## config.mk

```make
export PLATFORM = sky130hd
export DESIGN_NAME = div_pipe
export DESIGN_NICKNAME = d
export VERILOG_FILES = /design/src/rtl/div_pipe_pkg.sv /design/src/rtl/div_cell.sv /design/src/rtl/div_pipe.sv
export SDC_FILE = /design/constraint.sdc
export NUM_CORES = 1
export LEC_CHECK = 0
export ABC_AREA = 1
export BUFFER_PORTS_ARGS = -buffer_cell sky130_fd_sc_hd__buf_2
export CAP_MARGIN = 20
export CORE_ASPECT_RATIO = 2
export CORE_MARGIN = 1.5
export CORE_UTILIZATION = 64
export DETAILED_ROUTE_END_ITERATION = 12
export GPL_TIMING_DRIVEN = 0
export PLACE_DENSITY = 0.82
export SYNTH_ARGS = -nofsm -noshare
export SYNTH_HDL_FRONTEND = slang
export SYNTH_HIERARCHICAL = 1
export SYNTH_SLANG_ARGS = --single-unit
```

## constraint.sdc

```tcl
create_clock -name clk -period 1.7 [get_ports clk]
set_input_delay 0.34 -clock clk [delete_from_list [all_inputs] [get_ports clk]]
set_output_delay 0.34 -clock clk [all_outputs]
set_load 0.005 [all_outputs]
```

## src/rtl/div_pipe_pkg.sv

```systemverilog
// Shared widths and stage payload type for the pipelined restoring divider.
// DIV_ZERO_FLAG_EN adds a divide-by-zero flag to the stage payload.
package div_pipe_pkg;

    localparam int DIV_N = 8;
    localparam int DIV_M = 4;

    typedef struct packed {
        logic             valid;
        logic [DIV_M-1:0] r;
        logic [DIV_N-1:0] q;
        logic [DIV_N-1:0] dividend;
        logic [DIV_M-1:0] divisor;
`ifdef DIV_ZERO_FLAG_EN
        logic             dz;
`endif
    } div_stage_t;

endpackage

```

## src/rtl/div_cell.sv

```systemverilog
// One restoring-division stage: trial subtract on dividend bit N-1-STAGE, select, shift.
// DIV_ZERO_FLAG_EN adds a pass-through divide-by-zero flag register.
module div_cell
    import div_pipe_pkg::*;
#(
    parameter int N     = DIV_N,
    parameter int M     = DIV_M,
    parameter int STAGE = 0
) (
    input  logic         clk,
    input  logic         rstn,
    input  logic         in_valid,
    input  logic [M-1:0] in_r,
    input  logic [N-1:0] in_q,
    input  logic [N-1:0] in_dvd,
    input  logic [M-1:0] in_dvs,
`ifdef DIV_ZERO_FLAG_EN
    input  logic         in_dz,
    output logic         out_dz,
`endif
    output logic         out_valid,
    output logic [M-1:0] out_r,
    output logic [N-1:0] out_q,
    output logic [N-1:0] out_dvd,
    output logic [M-1:0] out_dvs
);

    logic [M:0]   trial;
    logic         q_bit;
    logic         valid_d, valid_q;
    logic [M-1:0] r_d, r_q;
    logic [N-1:0] quo_d, quo_q;
    logic [N-1:0] dvd_d, dvd_q;
    logic [M-1:0] dvs_d, dvs_q;
`ifdef DIV_ZERO_FLAG_EN
    logic         dz_d, dz_q;
`endif

    always_comb begin
        trial   = {in_r, in_dvd[N-1-STAGE]};
        // A quotient bit is set exactly when the trial difference is non-negative.
        q_bit   = (trial >= {1'b0, in_dvs});
        valid_d = in_valid;
        r_d     = r_q;
        quo_d   = quo_q;
        dvd_d   = dvd_q;
        dvs_d   = dvs_q;
`ifdef DIV_ZERO_FLAG_EN
        dz_d    = dz_q;
`endif
        if (in_valid) begin
            r_d   = q_bit ? M'(trial - {1'b0, in_dvs}) : trial[M-1:0];
            quo_d = (in_q << 1) | {{(N-1){1'b0}}, q_bit};
            dvd_d = in_dvd;
            dvs_d = in_dvs;
`ifdef DIV_ZERO_FLAG_EN
            dz_d  = in_dz;
`endif
        end
    end

    always_ff @(posedge clk or negedge rstn) begin
        if (!rstn) begin
            valid_q <= 1'b0;
            r_q     <= '0;
            quo_q   <= '0;
            dvd_q   <= '0;
            dvs_q   <= '0;
`ifdef DIV_ZERO_FLAG_EN
            dz_q    <= 1'b0;
`endif
        end else begin
            valid_q <= valid_d;
            r_q     <= r_d;
            quo_q   <= quo_d;
            dvd_q   <= dvd_d;
            dvs_q   <= dvs_d;
`ifdef DIV_ZERO_FLAG_EN
            dz_q    <= dz_d;
`endif
        end
    end

    assign out_valid = valid_q;
    assign out_r     = r_q;
    assign out_q     = quo_q;
    assign out_dvd   = dvd_q;
    assign out_dvs   = dvs_q;
`ifdef DIV_ZERO_FLAG_EN
    assign out_dz    = dz_q;
`endif

endmodule

```

## src/rtl/div_pipe.sv

```systemverilog
// Pipelined restoring unsigned divider: N stages, one quotient bit per stage, latency N.
// Define DIV_ZERO_FLAG_EN to add the div_zero output aligned with res_rdy.
module div_pipe
    import div_pipe_pkg::*;
#(
    parameter int N = DIV_N,
    parameter int M = DIV_M
) (
    input  logic         clk,
    input  logic         rstn,
    input  logic         data_rdy,
    input  logic [N-1:0] dividend,
    input  logic [M-1:0] divisor,
    output logic         res_rdy,
    output logic [N-1:0] quotient,
    output logic [M-1:0] remainder
`ifdef DIV_ZERO_FLAG_EN
    ,
    output logic         div_zero
`endif
);

    // Index 0 is the port side; index i+1 is the register bank of stage i.
    logic         st_valid [0:N];
    logic [M-1:0] st_r     [0:N];
    logic [N-1:0] st_q     [0:N];
    logic [N-1:0] st_dvd   [0:N];
    logic [M-1:0] st_dvs   [0:N];
`ifdef DIV_ZERO_FLAG_EN
    logic         st_dz    [0:N];
`endif

    assign st_valid[0] = data_rdy;
    assign st_r[0]     = '0;
    assign st_q[0]     = '0;
    assign st_dvd[0]   = dividend;
    assign st_dvs[0]   = divisor;
`ifdef DIV_ZERO_FLAG_EN
    assign st_dz[0]    = (divisor == '0);
`endif

    for (genvar i = 0; i < N; i++) begin : g_stage
        div_cell #(
            .N     (N),
            .M     (M),
            .STAGE (i)
        ) u_cell (
            .clk       (clk),
            .rstn      (rstn),
            .in_valid  (st_valid[i]),
            .in_r      (st_r[i]),
            .in_q      (st_q[i]),
            .in_dvd    (st_dvd[i]),
            .in_dvs    (st_dvs[i]),
`ifdef DIV_ZERO_FLAG_EN
            .in_dz     (st_dz[i]),
            .out_dz    (st_dz[i+1]),
`endif
            .out_valid (st_valid[i+1]),
            .out_r     (st_r[i+1]),
            .out_q     (st_q[i+1]),
            .out_dvd   (st_dvd[i+1]),
            .out_dvs   (st_dvs[i+1])
        );
    end

    assign res_rdy   = st_valid[N];
    assign quotient  = st_q[N];
    assign remainder = st_r[N];
`ifdef DIV_ZERO_FLAG_EN
    assign div_zero  = st_dz[N];
`endif

endmodule

```

==> impl_metrics.json, run 1 <==
{
  "min_period_over_period_pct": 97.0,
  "cts_buffer_depth": 2,
  "rows": 52,
  "avgViaCountPerCell": 5.42,
  "rr_worst_depth": 8,
  "wl_per_cell_um": 15.6,
  "worstPathCellList": "ha_1 > a21oi_2 > nand2_1 > nand2_4 > nand2_2 > nand2_1 > nand3_1 > nand2_1",
  "track_usage_pct": 30.4,
  "power.share.combinational_pct": 35.7,
  "numClockSinks": 132,
  "clock_skew_ps": 7.93,
  "syn_avg_cell_area_um2": 8.54,
  "final_cell_area_um2": 7670,
  "syn_inst": 780,
  "synth_warnings": 6,
  "dpl.cell_count": 949,
  "area_growth_pct": 15.2,
  "grt_pass1_wl_mm": 24.7,
  "dpl_cell_area_um2": 7020,
  "drv_cap": 0,
  "min_from": "data_rdy",
  "routed_wl_mm": 15.3,
  "critPathSlowestCell": "dfrtp_1",
  "crit_required_ps": 2060,
  "cts.clk_slew.worst_paths_ps": 60,
  "vdd_drop_max_v": 0.00102,
  "hold_viol_final": 0,
  "via_count": 5320,
  "die_area_um2": 11100,
  "io_pins": 28,
  "cpMostUsedCell": "nand2_1",
  "firstDrtPassIters": 5,
  "die_y_um": 147,
  "period_minus_slack_ps": 1650,
  "seqPwrFrac_pct": 35.2,
  "status": "finished, final reports clean",
  "dp_hpwl_mm": 11.2,
  "cpLargestDelayFamily": "simple AND/OR/NAND/NOR gates",
  "p_clk_share_pct": 29.1,
  "startpoint_type": "register",
  "setup_ws_ps": 50.9,
  "finalSetupTns_ps": 0,
  "power_switching_mw": 4.63,
  "reg2reg_from": "g_stage[3].u_cell/out_r[1]$_DFFE_PN0P_",
  "first_iter_violations": 276,
  "start_util_pct": 65.6,
  "worstHoldPathType": "input port to register",
  "final_util_pct": 75.6,
  "hold_ws_ps": 106,
  "ff2ff_setup_slack_ps": 50,
  "core_um2": 10100,
  "syn_area_um2": 6660,
  "remaining_drc_errors": 0,
  "p_leak_nw": 4.05,
  "hold_path_end": "g_stage[0].u_cell/out_valid$_DFF_PN0_",
  "max_freq_mhz": 606,
  "htreeDepth": 4,
  "ant_nets": 0,
  "cts_buffers": 17,
  "maxSlewViolCount": 0,
  "cts_root_buffer": "clkbuf_16",
  "cts_setup_buffers": 0,
  "drive_gt1_share_pct": 17.6,
  "cts_tree": "yes",
  "fin_nets": 889,
  "grt_max_degree": 95,
  "slowest_delay_ps": 410,
  "finalPower_mw": 12.4,
  "r2r_end": "g_stage[4].u_cell/out_r[1]$_DFFE_PN0P_",
  "port_buffers": 27,
  "antenna_cells": 0,
  "place_congestion": 0.897,
  "overflow": 0,
  "crit_arrival_ps": 2010,
  "hold-path-cell-count": 1,
  "insertion_delay_ps": 420,
  "intPower_mw": 7.80,
  "antenna_found_initial": 0,
  "critPathCaptureType": "register",
  "cp_max_fo": 6,
  "fin_cells": 982,
  "dp_slack_ps": 120,
  "setup_viol": 0,
  "power.density_nw_per_um2": 1620,
  "first_global_vias": 5571,
  "worst-setup-path-type": "register to register",
  "die-width_um": 75.1,
  "p_sw_share_pct": 37.2,
  "cp_num_buf_inv": 0
}
## repair_timing
item                                    in CTS  in global routing
hold endpoints to repair                    38                  0
hold buffers                                 1                  0
gates resized for setup                      0                  9
endpoints found under the setup margin       0                  9
## how the worst max path moves through the flow
stage | from | endpoint | cells after the start | slack [ps]
final | g_stage[3].u_cell/out_r[1]$_DFFE_PN0P_ | g_stage[4].u_cell/out_r[1]$_DFFE_PN0P_ | 8 | 50
after global placement | rstn | g_stage[0].u_cell/out_dvs[3]$_DFFE_PN0P_ | 1 | -1340
after global routing | g_stage[3].u_cell/out_dvs[2]$_DFFE_PN0P_ | g_stage[4].u_cell/out_r[1]$_DFFE_PN0P_ | 9 | -8
after detailed placement | g_stage[2].u_cell/out_r[1]$_DFFE_PN0P_ | g_stage[3].u_cell/out_r[0]$_DFFE_PN0P_ | 7 | 120
after CTS | g_stage[3].u_cell/out_r[1]$_DFFE_PN0P_ | g_stage[4].u_cell/out_r[1]$_DFFE_PN0P_ | 8 | 90
after floorplan | g_stage[0].u_cell/out_r[1]$_DFFE_PN0P_ | g_stage[1].u_cell/out_r[0]$_DFFE_PN0P_ | 7 | 350
## sequential cells by signal, indices dropped and copies added (netlist names)
register,count
g_stage.u_cell/out_q,36
g_stage.u_cell/out_r,32
g_stage.u_cell/out_dvd,28
g_stage.u_cell/out_dvs,28
g_stage.u_cell/out_valid,8
## cell usage in the layout, fill, tap and decap left out, types with 2 or more instances in the layout
| master | instances |
|---|---|
| clkbuf_1 | 5 |
| conb_1 | 7 |
| clkbuf_16 | 17 |
| a21oi_2 | 6 |
| bufinv_16 | 2 |
| a31oi_1 | 8 |
| clkbuf_8 | 5 |
| clkinv_2 | 2 |
| buf_2 | 46 |
| nand2_1 | 322 |
| nand2_2 | 15 |
| nor2_4 | 8 |
| nand3b_1 | 8 |
| o21ai_0 | 16 |
| o21ai_1 | 9 |
| clkinv_4 | 3 |
| xor2_1 | 8 |
| inv_1 | 64 |
| nor2_2 | 8 |
| ha_1 | 29 |
| inv_2 | 8 |
| fa_1 | 8 |
| inv_6 | 5 |
| nor2_1 | 16 |
| buf_8 | 4 |
| dfrtp_1 | 132 |
| nand3_1 | 64 |
| or2_4 | 8 |
| ha_4 | 2 |
| o21ai_2 | 4 |
## worst register-to-register path: stages (launching register included)
cell and delay (ps):
dfrtp_1 410, ha_1 380, a21oi_2 210, nand2_1 130, nand2_4 130, nand2_2 90, nand2_1 80, nand3_1 100
nand2_1 70
## power by group through the flow
stage	Sequential [mW]	Combinational, mW	Clock (mW)
after global placement	4.36	3.95	0
after floorplan	4.27	3.21	0
final	4.37	4.44	3.62
after CTS	4.35	4.27	3.66
after detailed placement	4.40	4.19	0
after global routing	4.45	4.97	3.83
## layer usage
layer | part of all wire (%) | global-route usage [%]
met2 | 60 | 58.2
met1 | 30 | 24.5
met4 | 7.1 | 20.4
met5 | 0 | 0
met3 | 2.5 | 7.68
## layout make-up
cell class / instances / area [um^2]
Buffer: 32 / 230
Clock buffer: 19 / 443
Clock inverter: 13 / 148
Fill cell: 732 / 2470
Inverter: 72 / 270
Multi-Input combinational cell: 550 / 2930
Sequential cell: 132 / 3300
Tap cell: 135 / 169
Timing Repair Buffer: 29 / 179
No activity file was read; power rests on OpenSTA's default activity.
==> run 2, diff against run 1 <==
- ABC_AREA: 1 -> unset
- CORE_UTILIZATION: 64 -> 65
- PLACE_DENSITY: 0.82 -> 0.83
- clock period: 1.7 -> 1.9 ns (I/O delays scaled with it)
==> run 2 against run 1 <==
Against the previous run:
- first-iteration DRC count decreased by 24%
- register-to-register slack improved by 150 ps
- routed wire length decreased by 6.8%
- critical path type unchanged
==> impl_metrics.json, run 2 <==
{
  "power_switching_mw": 4.54,
  "die_area_um2": 10900,
  "vdd_drop_max_v": 0.000901,
  "syn_inst": 561,
  "max_freq_mhz": 587,
  "core_um2": 10000,
  "fin_cells": 763,
  "clock_skew_ps": 7.78,
  "power.density_nw_per_um2": 1630,
  "wl_per_cell_um": 18.7,
  "seqPwrFrac_pct": 35.4,
  "cts_setup_buffers": 0,
  "route.met3.wl_um": 327,
  "slowest_delay_ps": 390,
  "insertion_delay_ps": 410,
  "syn_area_um2": 6650,
  "setup_viol": 0,
  "grt_max_degree": 100,
  "synth_warnings": 6,
  "num-fill-cells": 682,
  "routed_wl_mm": 14.3,
  "port_buffers": 27,
  "crit_arrival_ps": 2010,
  "status": "finished, final reports clean",
  "drv_cap": 0,
  "worstHoldPathType": "input port to register",
  "mostFrequentLayoutCells": "dfrtp_1, inv_1, mux2_1",
  "p_clk_share_pct": 27.7,
  "finalSetupTns_ps": 0,
  "met2_length_mm": 8.46,
  "finalPower_mw": 12.5,
  "via_count": 4465,
  "cp_max_fo": 8,
  "overflow": 0,
  "syn_avg_cell_area_um2": 11.8,
  "crit_required_ps": 2210,
  "track_usage_pct": 29.2,
  "first_global_vias": 4987,
  "worst-setup-path-type": "register to register",
  "period_minus_slack_ps": 1700,
  "cts_tree": "yes",
  "fin_nets": 670,
  "avgViaCountPerCell": 5.85,
  "numClockSinks": 132,
  "die-width_um": 74.5,
  "firstDrtPassIters": 4,
  "startpoint_type": "register",
  "area_growth_pct": 15.1,
  "cts_buffers": 17,
  "largest_register_ffs": 36,
  "place_congestion": 0.853,
  "grt_pass1_wl_mm": 23.4,
  "worstPathCellList": "inv_1 > ha_1 > o21ai_1 > a21oi_2 > nor2_1 > a21oi_1",
  "first_iter_violations": 209,
  "htreeDepth": 4,
  "rsz0062_at_grt": "no",
  "dpl.cell_count": 730,
  "cts_buffer_depth": 2,
  "final_common_cell": "dfrtp_1",
  "rows": 52,
  "wl_met1_mm": 4.39,
  "critPathCaptureType": "register",
  "intPower_mw": 7.92,
  "p_leak_nw": 3.40,
  "dp_hpwl_mm": 10.3,
  "io_pins": 28,
  "top_layer": "met4",
  "power.share.combinational_pct": 36.9,
  "critPathSlowestCell": "ha_1",
  "cts_root_buffer": "clkbuf_16",
  "hold_viol_final": 0,
  "antenna_found_initial": 0,
  "start_util_pct": 66.3,
  "drive_gt1_share_pct": 26.3,
  "ant_nets": 0,
  "p_sw_share_pct": 36.4,
  "remaining_drc_errors": 0,
  "min_period_over_period_pct": 89.6,
  "maxSlewViolCount": 0,
  "antenna_cells": 0,
  "cts.clk_slew.worst_paths_ps": 60,
  "die_y_um": 146
}
[run 2: cell types whose count changed in the layout (fill, tap and decap cells not counted), sizes merged, moves of 19 or more]
cell   before  now
nor2       32   56
inv        77   58
mux2        0   84
nand2     338    8
nand3      64    8
a21oi       8   40
[run 2: repair_timing]
action / in CTS / in global routing
hold endpoints to repair: 33 / 0
gates resized for setup: 0 / 0
hold buffers: 1 / 0
[run 2: final timing paths]
check	to	cells after the start	slack [ps]	start
worst max register to register	g_stage[2].u_cell/out_q[0]$_DFFE_PN0P_	6	200	g_stage[1].u_cell/out_dvs[2]$_DFFE_PN0P_
min in group asynchronous	g_stage[4].u_cell/out_r[1]$_DFFE_PN0P_	2	430	rstn
worst min register to register	g_stage[1].u_cell/out_valid$_DFF_PN0_	0	390	g_stage[0].u_cell/out_valid$_DFF_PN0_
worst max-delay path	g_stage[2].u_cell/out_q[0]$_DFFE_PN0P_	6	200	g_stage[1].u_cell/out_dvs[2]$_DFFE_PN0P_
worst min-delay path	g_stage[0].u_cell/out_valid$_DFF_PN0_	1	100	data_rdy
max in group asynchronous	g_stage[3].u_cell/out_q[1]$_DFFE_PN0P_	3	700	rstn
[run 2: layer usage]
metal	up-vias	GRT usage, %
met5	-	0
met4	0	21.5
met3	75	5.12
met2	121	54.5
met1	2209	25.4
li1	2060	-
[run 2: area by class of cell]
class / count / area [um^2] / share of cell area (%)
Clock buffer: 17 / 425 / 5.56
Sequential cell: 132 / 3300 / 43.2
Tap cell: 135 / 169 / 2.21
Clock inverter: 15 / 205 / 2.68
Multi-Input combinational cell: 355 / 3010 / 39.4
Inverter: 56 / 210 / 2.75
Timing Repair Buffer: 29 / 179 / 2.34
Buffer: 24 / 140 / 1.83
[run 2: per-stage QoR]
step | util [%] | setup WS (ps) | hold WS (ps) | area [um^2]
4_1_cts | 76.3 | 249 | 87.7 | 7650
5_1_grt | 76.3 | 119 | 96.0 | 7650
3_5_place_dp | 69.9 | 261 | 287 | 7010
3_3_place_gp | 69.6 | -1190 | 372 | 6970
6_report | 76.3 | 197 | 104 | 7650
2_1_floorplan | - | 496 | 84.4 | 6670
[run 2: worst max-delay path, delay by kind of cell, from the launching register on]
kind	cells	cell delay, ps
compound gates	3	660
fa+ha+maj	1	390
buf+inv	1	90
flops	1	370
simple gates	1	110
[run 2: power groups by stage]
| stage | clock network [mW] | registers [mW] | logic (mW) |
|---|---|---|---|
| after floorplan | 0 | 4.19 | 3.45 |
| after global placement | 0 | 4.36 | 4.15 |
| after detailed placement | 0 | 4.43 | 4.44 |
| after CTS | 3.51 | 4.41 | 4.57 |
| after global routing | 3.63 | 4.51 | 5.05 |
| final | 3.45 | 4.41 | 4.60 |
==> run 3, diff against run 2 <==
- PLACE_DENSITY: 0.83 -> 0.88
==> run 3 against run 2 <==
Against the previous run:
- sequential share of layout area shrank 0.38 points
- combinational power grew 2%
- hold slack lost 12 ps
- final cell count is the same
- largest cell class unchanged
- largest power group unchanged
==> impl_metrics.json, run 3 (synthesis gave the netlist of run 2 again) <==
{
  "slew_headroom_pct": 65.9,
  "status": "finished, final reports clean",
  "die_y_um": 146,
  "finalPower_mw": 13.0,
  "vdd_drop_max_v": 0.00105,
  "core_um2": 10000,
  "place_congestion": 0.871,
  "ff2ff_setup_slack_ps": 170,
  "antenna_cells": 0,
  "rr_worst_depth": 6,
  "p_leak_nw": 3.45,
  "antenna_found_initial": 0,
  "hold_viol_final": 0,
  "clock_skew_ps": 5.27,
  "finalSetupTns_ps": 0,
  "period_minus_slack_ps": 1730,
  "grt_pass1_wl_mm": 24.0,
  "worst-setup-path-type": "register to register",
  "power.density_nw_per_um2": 1680,
  "crit_arrival_ps": 2010,
  "mostFrequentLayoutCells": "dfrtp_1, inv_1, mux2_1",
  "worstHoldPathType": "input port to register",
  "io_pins": 28,
  "overflow": 0,
  "post_cts_resized": 0,
  "die_area_um2": 10900,
  "worst_slew_pin_slew_ps": 510,
  "fin_nets": 670,
  "setup_ws_ps": 168,
  "final_util_pct": 77.0,
  "insertion_delay_ps": 420,
  "crit_required_ps": 2180,
  "cts.clk_slew.worst_paths_ps": 60,
  "first_iter_violations": 207,
  "cts_setup_buffers": 0,
  "track_usage_pct": 29.9,
  "routed_wl_mm": 14.5,
  "max_freq_mhz": 577,
  "maxSlewViolCount": 0,
  "critPathCaptureType": "register",
  "wl_per_cell_um": 19.1,
  "remaining_drc_errors": 0,
  "final_common_cell": "dfrtp_1",
  "cts_tree": "yes",
  "grt_max_degree": 98,
  "startpoint_type": "register",
  "rsz0062_at_grt": "no",
  "drive_gt1_share_pct": 26.3,
  "hold-path-cell-count": 1,
  "first_global_vias": 4973,
  "min_period_over_period_pct": 91.1,
  "area_growth_pct": 16.1,
  "final_cell_area_um2": 7710,
  "dpl_cell_area_um2": 7010,
  "numClockSinks": 132,
  "holdBufCountCts": 1,
  "htreeDepth": 4,
  "setup_viol": 0,
  "cts_buffer_depth": 2,
  "largest_register_ffs": 36,
  "avgViaCountPerCell": 5.88,
  "die-width_um": 74.5,
  "cts_root_buffer": "clkbuf_16",
  "dp_slack_ps": 274,
  "rows": 52,
  "cts_buffers": 17,
  "firstDrtPassIters": 6,
  "port_buffers": 27,
  "dp_hpwl_mm": 9.84,
  "start_util_pct": 66.3,
  "cp_max_fo": 4,
  "via_count": 4489,
  "ant_nets": 0,
  "drv_cap": 0
}
run 3: area by class of cell:
class | instances | area (um^2)
Buffer | 24 | 140
Clock buffer | 17 | 425
Clock inverter | 15 | 273
Fill cell | 607 | 2310
Inverter | 56 | 210
Multi-Input combinational cell | 355 | 3010
Sequential cell | 132 | 3300
Tap cell | 135 | 169
Timing Repair Buffer | 29 | 179
run 3: where the power goes:
part           switching [mW]  leakage (nW)  internal (mW)  total, mW
clock network            1.25         0.343           2.61       3.86
registers               0.723          1.50           3.70       4.42
logic                    2.66          1.60           2.02       4.68
total                    4.64          3.45           8.33       13.0
run 3: metrics by stage:
step,std cells,hold slack (ps)
final,763,91.6
after global routing,763,88.3
after CTS,763,81.5
after detailed placement,730,299
after global placement,729,369
after floorplan,567,84.4
run 3: metal layers:
| layer | track usage (%) | up-vias | part of all wire, % |
|---|---|---|---|
| li1 | - | 2066 | - |
| met1 | 27.5 | 2231 | 32 |
| met3 | 6.30 | 60 | 3.0 |
| met5 | 0 | - | 0 |
| met2 | 56.0 | 132 | 59 |
| met4 | 17.5 | 0 | 6.1 |
run 3: final timing paths:
path | from | endpoint
min in group asynchronous | rstn | g_stage[4].u_cell/out_r[1]$_DFFE_PN0P_
max in group asynchronous | rstn | g_stage[3].u_cell/out_q[3]$_DFFE_PN0P_
min reg2reg | g_stage[3].u_cell/out_valid$_DFF_PN0_ | g_stage[4].u_cell/out_valid$_DFF_PN0_
max | g_stage[2].u_cell/out_dvs[1]$_DFFE_PN0P_ | g_stage[3].u_cell/out_r[3]$_DFFE_PN0P_
max reg2reg | g_stage[2].u_cell/out_dvs[1]$_DFFE_PN0P_ | g_stage[3].u_cell/out_r[3]$_DFFE_PN0P_
min | data_rdy | g_stage[0].u_cell/out_valid$_DFF_PN0_
run 3: critical path, stage by stage (launching register included):
cell and delay (ps):
dfrtp_1 440, inv_1 80, ha_1 320, nand2b_1 160, a21oi_1 110, o32ai_1 350, o22ai_1 140
